[src/rtl/ibwt_decoder.sv]
// Inverse Burrows-Wheeler decoder: loads one N-character last column,
// builds the LF table, walks it backwards and emits the recovered text.
module ibwt_decoder #(
   parameter int unsigned STRING_LEN = 8,
   parameter logic [7:0]  SENTINEL   = 8'h24
) (
   input  logic       clk,
   input  logic       rst,
   input  logic       start,
   input  logic [7:0] input_string_char,
   output logic [7:0] output_string_char,
   output logic       valid_out,
   output logic       busy,
   output logic       err
);

   localparam int unsigned N  = STRING_LEN;
   localparam int unsigned IW = $clog2(N);
   localparam int unsigned CW = $clog2(N + 1);

   typedef enum logic [2:0] {IDLE, LOAD, COMPUTE, WALK, EMIT} state_t;

   state_t          state, state_next;
   logic [CW-1:0]   cnt, cnt_d;
   logic [IW-1:0]   k, k_d;
   logic [IW-1:0]   r, r_d;
   logic [CW-1:0]   sent_cnt, sent_d;
   logic [CW-1:0]   low_cnt, low_d;
   logic            err_d, valid_d, busy_d;
   logic [7:0]      out_d;

   logic [7:0]      l_mem  [N];
   logic [IW-1:0]   lf_mem [N];
   logic [7:0]      t_mem  [N];

   logic            accept, last_char, malformed;
   logic [IW-1:0]   idx;
   logic [CW-1:0]   lf_sum;

   assign accept    = start && ((state == IDLE) || (state == LOAD));
   assign last_char = accept && (cnt == CW'(N - 1));
   assign malformed = (sent_cnt != CW'(1)) || (low_cnt != CW'(0));
   assign idx       = IW'(cnt);

   // LF rank of L[idx]: smaller bytes anywhere plus equal bytes earlier in L
   always_comb begin
      lf_sum = '0;
      for (int unsigned j = 0; j < N; j++) begin
         if (l_mem[j] < l_mem[idx])
            lf_sum = lf_sum + CW'(1);
         else if ((l_mem[j] == l_mem[idx]) && (IW'(j) < idx))
            lf_sum = lf_sum + CW'(1);
      end
   end

   always_ff @(posedge clk) begin
      if (rst) begin
         state              <= IDLE;
         cnt                <= '0;
         k                  <= '0;
         r                  <= '0;
         sent_cnt           <= '0;
         low_cnt            <= '0;
         err                <= 1'b0;
         valid_out          <= 1'b0;
         busy               <= 1'b0;
         output_string_char <= 8'h00;
      end else begin
         state              <= state_next;
         cnt                <= cnt_d;
         k                  <= k_d;
         r                  <= r_d;
         sent_cnt           <= sent_d;
         low_cnt            <= low_d;
         err                <= err_d;
         valid_out          <= valid_d;
         busy               <= busy_d;
         output_string_char <= out_d;
      end
   end

   always_comb begin
      state_next = state;
      case (state)
         IDLE:    if (accept) state_next = last_char ? COMPUTE : LOAD;
         LOAD:    if (last_char) state_next = COMPUTE;
         COMPUTE: begin
            if ((cnt == CW'(0)) && malformed) state_next = IDLE;
            else if (cnt == CW'(N - 1))       state_next = WALK;
         end
         WALK:    if (k == IW'(0)) state_next = EMIT;
         EMIT:    if (cnt == CW'(N)) state_next = IDLE;
         default: state_next = IDLE;
      endcase
   end

   // Next values for the registered datapath and outputs
   always_comb begin
      cnt_d   = cnt;
      k_d     = k;
      r_d     = r;
      sent_d  = sent_cnt;
      low_d   = low_cnt;
      err_d   = err;
      valid_d = 1'b0;
      out_d   = output_string_char;
      busy_d  = (state_next != IDLE);
      case (state)
         IDLE, LOAD: begin
            if (accept) begin
               cnt_d = last_char ? CW'(0) : cnt + CW'(1);
               if (state == IDLE) begin
                  err_d  = 1'b0;
                  sent_d = CW'(input_string_char == SENTINEL);
                  low_d  = CW'(input_string_char < SENTINEL);
               end else begin
                  sent_d = sent_cnt + CW'(input_string_char == SENTINEL);
                  low_d  = low_cnt + CW'(input_string_char < SENTINEL);
               end
            end
         end
         COMPUTE: begin
            if ((cnt == CW'(0)) && malformed) begin
               err_d = 1'b1;
               cnt_d = '0;
            end else if (cnt == CW'(N - 1)) begin
               cnt_d = '0;
               r_d   = '0;
               k_d   = IW'(N - 2);
            end else begin
               cnt_d = cnt + CW'(1);
            end
         end
         WALK: begin
            r_d = lf_mem[r];
            if (k != IW'(0)) k_d = k - IW'(1);
         end
         EMIT: begin
            if (cnt < CW'(N)) begin
               out_d   = t_mem[IW'(cnt)];
               valid_d = 1'b1;
               cnt_d   = cnt + CW'(1);
            end else begin
               cnt_d = '0;
            end
         end
         default: ;
      endcase
   end

   // Storage arrays carry no reset; every entry is rewritten before use
   always_ff @(posedge clk) begin
      if (!rst) begin
         if (accept) l_mem[idx] <= input_string_char;
         if (state == COMPUTE) begin
            lf_mem[idx]         <= IW'(lf_sum);
            t_mem[IW'(N - 1)]   <= SENTINEL;
         end
         if (state == WALK) t_mem[k] <= l_mem[r];
      end
   end

endmodule

[config.mk]
export PLATFORM = sky130hd
export DESIGN_NAME = ibwt_decoder
export DESIGN_NICKNAME = d
export VERILOG_FILES = /design/src/rtl/ibwt_decoder.sv
export SDC_FILE = /design/constraint.sdc
export NUM_CORES = 1
export LEC_CHECK = 0
export ABC_AREA = 1
export BUFFER_PORTS_ARGS = -buffer_cell sky130_fd_sc_hd__clkbuf_2
export CAP_MARGIN = 5
export CORE_AREA = 5 5 156 158
export CTS_CLUSTER_SIZE = 25
export DETAILED_ROUTE_END_ITERATION = 8
export DIE_AREA = 0 0 161 163
export PLACE_DENSITY = 0.6
export SYNTH_ARGS = -nofsm -noshare
export SYNTH_HDL_FRONTEND = slang
export SYNTH_SLANG_ARGS = --single-unit
[constraint.sdc]
create_clock -name clk -period 12.21 [get_ports clk]
set_input_delay 0.6105 -clock clk [delete_from_list [all_inputs] [get_ports clk]]
set_output_delay 0.6105 -clock clk [all_outputs]
set_load 0.005 [all_outputs]
==> key figures, run 1 <==
Clock network
  • Clock tree buffer depth: 2
  • Post-CTS clock slew at the launch and capture registers of the worst setup and hold paths: 0.07 ns
  • Clock tree root driver cell: clkbuf_16
  • Clock tree from TritonCTS: built
  • Worst skew pair latency: between 0.4 and 0.5 ns
  • H-tree levels: 4
  • Total number of clock tree sinks: 190
  • Count of hold-fix buffers inserted at cts: 0
  • Number of gates resized after CTS: 0
  • Post-CTS Setup Repair Bufs: 0
  • TritonCTS buffer count: 17

Die
  • Die boundary width: 161 um
  • Floorplan die area: between 20000 and 30000 um^2
  • Initial cell density of the core: 44.0%
  • Die Span Y: 163 um
  • Placement row count: 56
  • IO Pins: 22
  • Area of the core region: 23000 um^2

Pwr
  • Clock network power share: a little over a third
  • Power per standard cell area: ~150 nW/um^2
  • Comb power frac: 19.0%
  • Power consumption: 1.63 mW
  • Internal Dissipation: approximately 1.2 mW
  • Fraction of power consumed by sequential logic: 45.2%
  • Leakage: about 4.5 nW
  • Net Sw Power: roughly 0.48 mW
  • Max VDD drop: 103 uV
  • Switching share of power: 29.3%

STA
  • Headroom to the max-slew limit: 23.0%
  • Unrepaired setup endpoints after global routing: no
  • Final critical delay including setup and external delays: 6.78 ns
  • Clock Skew: between 0.01 and 0.015 ns
  • Slew @ Worst Pin: 1.15 ns
  • Final cycle utilization of the critical path: 55.5%
  • Slack of the critical path: between 5 and 6 ns
  • Count of pins over their slew limit: 0
  • Final-report hold violation count: 0
  • Maximum operating frequency: 147 MHz
  • Finish-stage setup viols: 0
  • Setup TNS after final layout: 0 ns

Synthesis
  • Largest cells by area after synthesis: edfxtp_1 45%, ha_1 9.7%, dfxtp_1 7.5%
  • Number of warning messages in the yosys log: 0
  • Share of flip-flops with an asynchronous set or reset: 0%
  • Register bit count reported by yosys: 190
  • Syn Std Cell Area: 10100 um^2
  • Cell type contributing the most total cell area after synthesis: edfxtp_1
  • Ys flop type: edfxtp_1
  • Area share of the largest cell type after synthesis: about 45%
  • Number of enable-type register cells in the synthesized netlist: 152
  • Post-synthesis net count: around 1200
  • Sequential share of the synthesized area: 52.7%
  • Avg Inst Size Synth: 9.52 um^2
  • Syn Inst Count: 1062
  • Library cells used by synthesis: 50

Setup path
  • Setup CP Type: reg2reg
  • Worst R2R End: lf_mem[4][2]$_DFFE_PP_
  • Critical path capture point type: flip-flop
  • Endpoint arrival time on the critical path: 6.94 ns
  • Worst path required time: 12.37 ns
  • Register-to-register setup slack: 5.43 ns
  • Cell mode on critical path: nand2_1
  • Reg2Reg Depth: 42
  • Type of element launching the critical path: flip-flop
  • Largest delay share family, worst path: simple AND/OR/NAND/NOR gates
  • Critical Path Slowest Stage Cell: o21ai_0
  • Maximum fanout encountered on the critical timing path: 41
  • Delay contributed by the slowest stage of the critical path: approximately 0.74 ns
  • Buf/Inv on CP: 8

Placed design
  • Final HPWL DP: slightly below 20000 um
  • Placement-stage worst setup slack: 5.56 ns
  • Weighted congestion at the end of routability-driven global placement: 0.913
  • Number of input and output port buffers inserted: 21

Hold path
  • End point of the most critical hold path: err$_SDFFE_PP0P_
  • Number of cells on the worst hold path: 2
  • Worst hold path type: reg2reg
  • Startpoint of the lowest-slack hold path: err$_SDFFE_PP0P_

Detailed routing
  • Routed WL per cell: 19.5 um
  • DRC viols: 0
  • Overall routed net length: 27100 um
  • Via/cell ratio: 5.60
  • Post-DRT Antenna Nets: 0
  • First-pass iteration count of the detailed router: 7
  • Number of DRC markers after the initial detailed-route iteration: 693
  • Routed vias: 7792

Global routing
  • Global-route wire length before repair: 42200 um
  • All-layer global routing usage: 21.2%
  • Antenna violations before repair: 0
  • Vias in the first global route: 7390
  • Total grt overflow: 0
  • Maximum number of pins on one net before global-route repair: 60

Layout
  • Net total in the final layout: 1178
  • Share of cells above drive strength 1: a little under a tenth
  • Number of fillers in the final layout: 2157
  • Antenna Cells: 0
  • Layout overhead on the synthesized area: 10.8%

Outcome
  • Outcome: finished clean

Flow run
  • Count of maximum capacitance violations: 0
## kinds of logic after synthesis
| logic type | share of synthesized area (%) |
|---|---|
| compound gates | 15.3 |
| xor+xnor | 0.433 |
| fa+ha+maj | 9.66 |
| buf+inv | 5.40 |
| flops | 52.7 |
| simple gates | 16.6 |
## final cells by class
| class | instances | area, um^2 | share of cell area [%] |
|---|---|---|---|
| flip-flops and latches | 190 | 5330 | 47.6 |
| multi-input cells | 730 | 4240 | 37.9 |
| clock buffers | 19 | 443 | 3.96 |
| inverters | 113 | 424 | 3.79 |
| well taps | 290 | 363 | 3.24 |
| repair buffers | 37 | 225 | 2.01 |
| clock inverters | 13 | 173 | 1.54 |
## synthesized netlist by cell type (4+ instances only)
library cell and count:
nand4_1 14, a22oi_1 4, edfxtp_1 152, nor3_1 4, a21oi_1 80, nand3_2 8
nor2_1 125, a211oi_1 6, clkbuf_1 25, o211ai_1 17, o22ai_1 6, nand2_1 153
inv_1 107, nand3_1 53, nand2_2 9, a21o_1 4, inv_2 4, o21ai_0 115
ha_1 78, dfxtp_1 38, a221oi_1 11, a31oi_1 8
## how the worst max path moves through the flow
| stage | to | slack [ns] | depth (start not counted) |
|---|---|---|---|
| 2_1_floorplan | lf_mem[0][2]$_DFFE_PP_ | 6.46 | 43 |
| 3_3_place_gp | lf_mem[4][2]$_DFFE_PP_ | 5.74 | 42 |
| 3_5_place_dp | lf_mem[6][2]$_DFFE_PP_ | 5.56 | 42 |
| 4_1_cts | lf_mem[4][2]$_DFFE_PP_ | 5.51 | 42 |
| 5_1_grt | lf_mem[4][2]$_DFFE_PP_ | 4.64 | 42 |
| 6_report | lf_mem[4][2]$_DFFE_PP_ | 5.43 | 42 |
## cell usage in the layout (no fill, tap or decap), types with 3 or more instances in the layout
| cell type | n |
|---|---|
| a211oi_1 | 6 |
| a21o_1 | 4 |
| a21oi_1 | 80 |
| a221oi_1 | 11 |
| a22oi_1 | 4 |
| a31oi_1 | 8 |
| a41oi_1 | 3 |
| buf_4 | 16 |
| clkbuf_16 | 17 |
| clkbuf_2 | 21 |
| clkinv_1 | 3 |
| dfxtp_1 | 37 |
| edfxtp_1 | 152 |
| ha_1 | 78 |
| inv_1 | 107 |
| inv_2 | 4 |
| inv_6 | 3 |
| inv_8 | 3 |
| nand2_1 | 153 |
| nand2_2 | 9 |
| nand3_1 | 53 |
| nand3_2 | 8 |
| nand4_1 | 14 |
| nor2_1 | 125 |
| nor3_1 | 3 |
| nor3_2 | 3 |
| nor4_1 | 3 |
| o211ai_1 | 17 |
| o21ai_0 | 115 |
| o22ai_1 | 6 |
| xnor2_1 | 3 |
## stage by stage
stage	cell area, um^2	std cells	utilization (%)	hold slack (ns)
after global routing	11200	1392	48.7	0.483
after CTS	11200	1392	48.7	0.459
after global placement	10600	1360	46.0	0.443
after floorplan	10100	1062	-	0.447
after detailed placement	10600	1360	46.0	0.450
final	11200	1392	48.7	0.454
## sequential cells by signal, summed over array words and instances (netlist names), named ones only
| name | flops |
|---|---|
| output_string_char | 8 |
| sent_cnt | 4 |
| lf_mem | 24 |
| valid_out | 1 |
| l_mem | 64 |
| busy | 1 |
| cnt | 4 |
| k | 3 |
| r | 3 |
| state | 3 |
| low_cnt | 4 |
| err | 1 |
| t_mem | 64 |
## per-layer routing
layer | up-vias | share of wire [%] | track usage (%)
li1 | 3812 | - | -
met1 | 3651 | 46 | 29.8
met2 | 283 | 43 | 31.5
met3 | 46 | 8.1 | 5.69
met4 | 0 | 3.3 | 7.91
met5 | - | 0 | 0
## power groups by stage
| stage | Sequential [mW] | Clock, mW | Combinational [mW] |
|---|---|---|---|
| floorplan | 0.746 | 0 | 0.231 |
| global placement | 0.751 | 0 | 0.299 |
| detailed placement | 0.751 | 0 | 0.304 |
| CTS | 0.736 | 0.588 | 0.306 |
| global route | 0.737 | 0.611 | 0.359 |
| finish | 0.736 | 0.583 | 0.309 |
## worst reg2reg max path: cells and delay by family (launching register included)
family | cells | cell delay [ns]
and+or+nand+nor | 24 | 2.12
adders and majority gates | 6 | 1.70
buffers and inverters | 8 | 1.05
AOI/OAI and AO/OA | 3 | 0.90
xor gates and xnor gates | 1 | 0.44
DFF | 1 | 0.31
(Power assumes the default switching activity.)
==> run 2, diff against run 1 <==
- clock period: 12.21 -> 6.75 ns (I/O delays scaled with it)
==> run 2 against run 1 <==
Power up 81%. Final area increased by 0.47%. Combinational power up 88%. Sequential power up 81%. Utilization up 0.23 points. Non-clock buffer count increased by 8. Die area is the same. Critical path depth is 4 lower. Register-to-register slack worse by 4.7 ns. Critical endpoint is now lf_mem[7][2]$_DFFE_PP_. Largest power group unchanged.
==> key figures, run 2 (synthesis gave the netlist of run 1 again) <==
Layout
  • Top library cells by usage in the layout, fill and taps aside: 153 x nand2_1, 152 x edfxtp_1, 125 x nor2_1
  • Registers with the most flip-flops: l_mem x64, t_mem x64, lf_mem x24
  • Commonest non-fill, non-tap cell in the layout: nand2_1
  • Layout Cells excl Fill: 1400 (+0.57%)
  • Final non-filler cell area: 11200 um^2 (+0.47%)
  • Fraction of the core area covered by cells at the end of the flow: 48.9% (+0.23 points)
  • Share of cells above drive strength 1: 9.73% (+0.66 points)
  • Layout overhead on the synthesized area: 11.3%
  • Net total in the final layout: 1186 (+0.68%)
  • Antenna Cells: 0 (unchanged)

Pwr
  • Max VDD drop: 233 uV (+130%)
  • Power per standard cell area: 262 nW/um^2 (+80%)
  • Leakage: 4.56 nW (+0.98%)
  • Power consumption: 2.95 mW (+81%)

Clock network
  • Total number of clock tree sinks: 190 (unchanged)
  • Post-CTS Setup Repair Bufs: 0 (unchanged)
  • Clock tree root driver cell: clkbuf_16
  • Clock tree buffer depth: 2 (unchanged)
  • H-tree levels: 4 (unchanged)
  • Count of hold-fix buffers inserted at cts: 0 (unchanged)
  • Post-CTS clock slew at the launch and capture registers of the worst setup and hold paths: 0.07 ns (about the same)
  • Worst skew pair latency: 0.44 ns (about the same)
  • Clock tree from TritonCTS: built
  • TritonCTS buffer count: 17 (unchanged)

Setup path
  • Critical path capture point type: flip-flop
  • Delay contributed by the slowest stage of the critical path: 0.58 ns (-0.16 ns)
  • Register-to-register setup slack: 0.74 ns (-4.69 ns)
  • Maximum fanout encountered on the critical timing path: 10 (-76%)
  • Endpoint arrival time on the critical path: 6.23 ns (-0.71 ns)
  • Setup CP Type: reg2reg
  • Type of element launching the critical path: flip-flop
  • Cell mode on critical path: nand2_1
  • Critical Path Slowest Stage Cell: dfxtp_1
  • Worst path required time: 6.96 ns (-5.41 ns)

Flow run
  • Count of maximum capacitance violations: 0 (unchanged)

Detailed routing
  • Routed WL per cell: 19.7 um (+1.1%)
  • Routed vias: 7862 (+0.90%)
  • Number of DRC markers after the initial detailed-route iteration: 759 (+9.5%)
  • Post-DRT Antenna Nets: 0 (unchanged)
  • First-pass iteration count of the detailed router: 5 (-2)
  • DRC viols: 0 (unchanged)
  • Overall routed net length: 27600 um (+1.7%)
  • Via/cell ratio: 5.62 (+0.32%)

STA
  • Count of pins over their slew limit: 0 (unchanged)
  • Final cycle utilization of the critical path: 89.1% (+34 points)
  • Finish-stage setup viols: 0 (unchanged)
  • Hold Worst Slack: 0.202 ns (-0.252 ns)
  • Headroom to the max-slew limit: 15.0% (-8.0 points)
  • Slew @ Worst Pin: 1.27 ns (+0.120 ns)
  • Final critical delay including setup and external delays: 6.01 ns (-0.767 ns)
  • Slack of the critical path: 0.735 ns (-4.69 ns)
  • Setup TNS after final layout: 0 ns (unchanged)
  • Clock Skew: 0.0126 ns (+0.00245 ns)
  • Final-report hold violation count: 0 (unchanged)
  • Maximum operating frequency: 166 MHz (+13%)

Placed design
  • Number of cells in the design after placement: 1368 (+0.59%)
  • Number of input and output port buffers inserted: 21 (unchanged)
  • Placement-stage worst setup slack: 0.474 ns (-5.08 ns)
  • Weighted congestion at the end of routability-driven global placement: 0.935 (+2.4%)
  • Final HPWL DP: 19700 um (+1.0%)
  • Cell area after placement: 10600 um^2 (+0.52%)

Global routing
  • Vias in the first global route: 7412 (+0.30%)
  • Maximum number of pins on one net before global-route repair: 60 (unchanged)
  • Antenna violations before repair: 0 (unchanged)
  • All-layer global routing usage: 21.5% (+0.31 points)
  • Total grt overflow: 0 (unchanged)
  • Global-route wire length before repair: 43000 um (+1.7%)

Die
  • Floorplan die area: 26200 um^2 (unchanged)
  • Initial cell density of the core: 44.0% (unchanged)
  • IO Pins: 22 (unchanged)
  • Die Span Y: 163 um (unchanged)
  • Area of the core region: 23000 um^2 (unchanged)
  • Die boundary width: 161 um (unchanged)
  • Placement row count: 56 (unchanged)

Outcome
  • Outcome: finished clean

Hold path
  • Worst hold path type: in2reg
run 2: worst max-delay path: cells and delay by family (launching register included):
family                     cells  cell delay [ns]
AOI/OAI and AO/OA              5             0.51
xor gates and xnor gates       1             0.30
adders and majority gates      6             1.64
DFF                            1             0.58
buffers and inverters          7             0.73
and+or+nand+nor               19             2.00
run 2: path summary, 6_finish.rpt:
kind                                      startpoint                      to  depth (start not counted)
worst max register to register             flip-flop  lf_mem[7][2]$_DFFE_PP_                         38
worst min-delay path            input_string_char[2]   l_mem[1][2]$_DFFE_PP_                          1
worst min register to register      err$_SDFFE_PP0P_        err$_SDFFE_PP0P_                          2
worst max-delay path                       flip-flop  lf_mem[7][2]$_DFFE_PP_                         38
run 2: power breakdown:
group	leakage (nW)	switching [mW]	internal [mW]
clock network	0.296	0.477	0.563
logic	2.54	0.380	0.200
registers	1.72	0.0121	1.32
total	4.56	0.870	2.08
run 2: layer usage:
| layer | track usage, % | vias to the layer above | routed length [um] |
|---|---|---|---|
| met3 | 4.56 | 43 | 2030 |
| met2 | 33.6 | 273 | 12400 |
| met5 | 0 | - | 0 |
| li1 | - | 3831 | - |
| met1 | 30.3 | 3715 | 12500 |
| met4 | 6.28 | 0 | 635 |
run 2: final cells by class:
cell class	instances	area, um^2
multi-input combinational	730	4240
fill	2134	11700
inverter	113	424
sequential	190	5330
timing repair buffer	45	285
clock inverter	13	173
clock buffer	19	433
tap	290	363
run 2: what timing repair did:
item,4_1_cts,5_1_grt
resized for setup,0,2
hold endpoints to repair,0,0
setup endpoints to repair,0,8
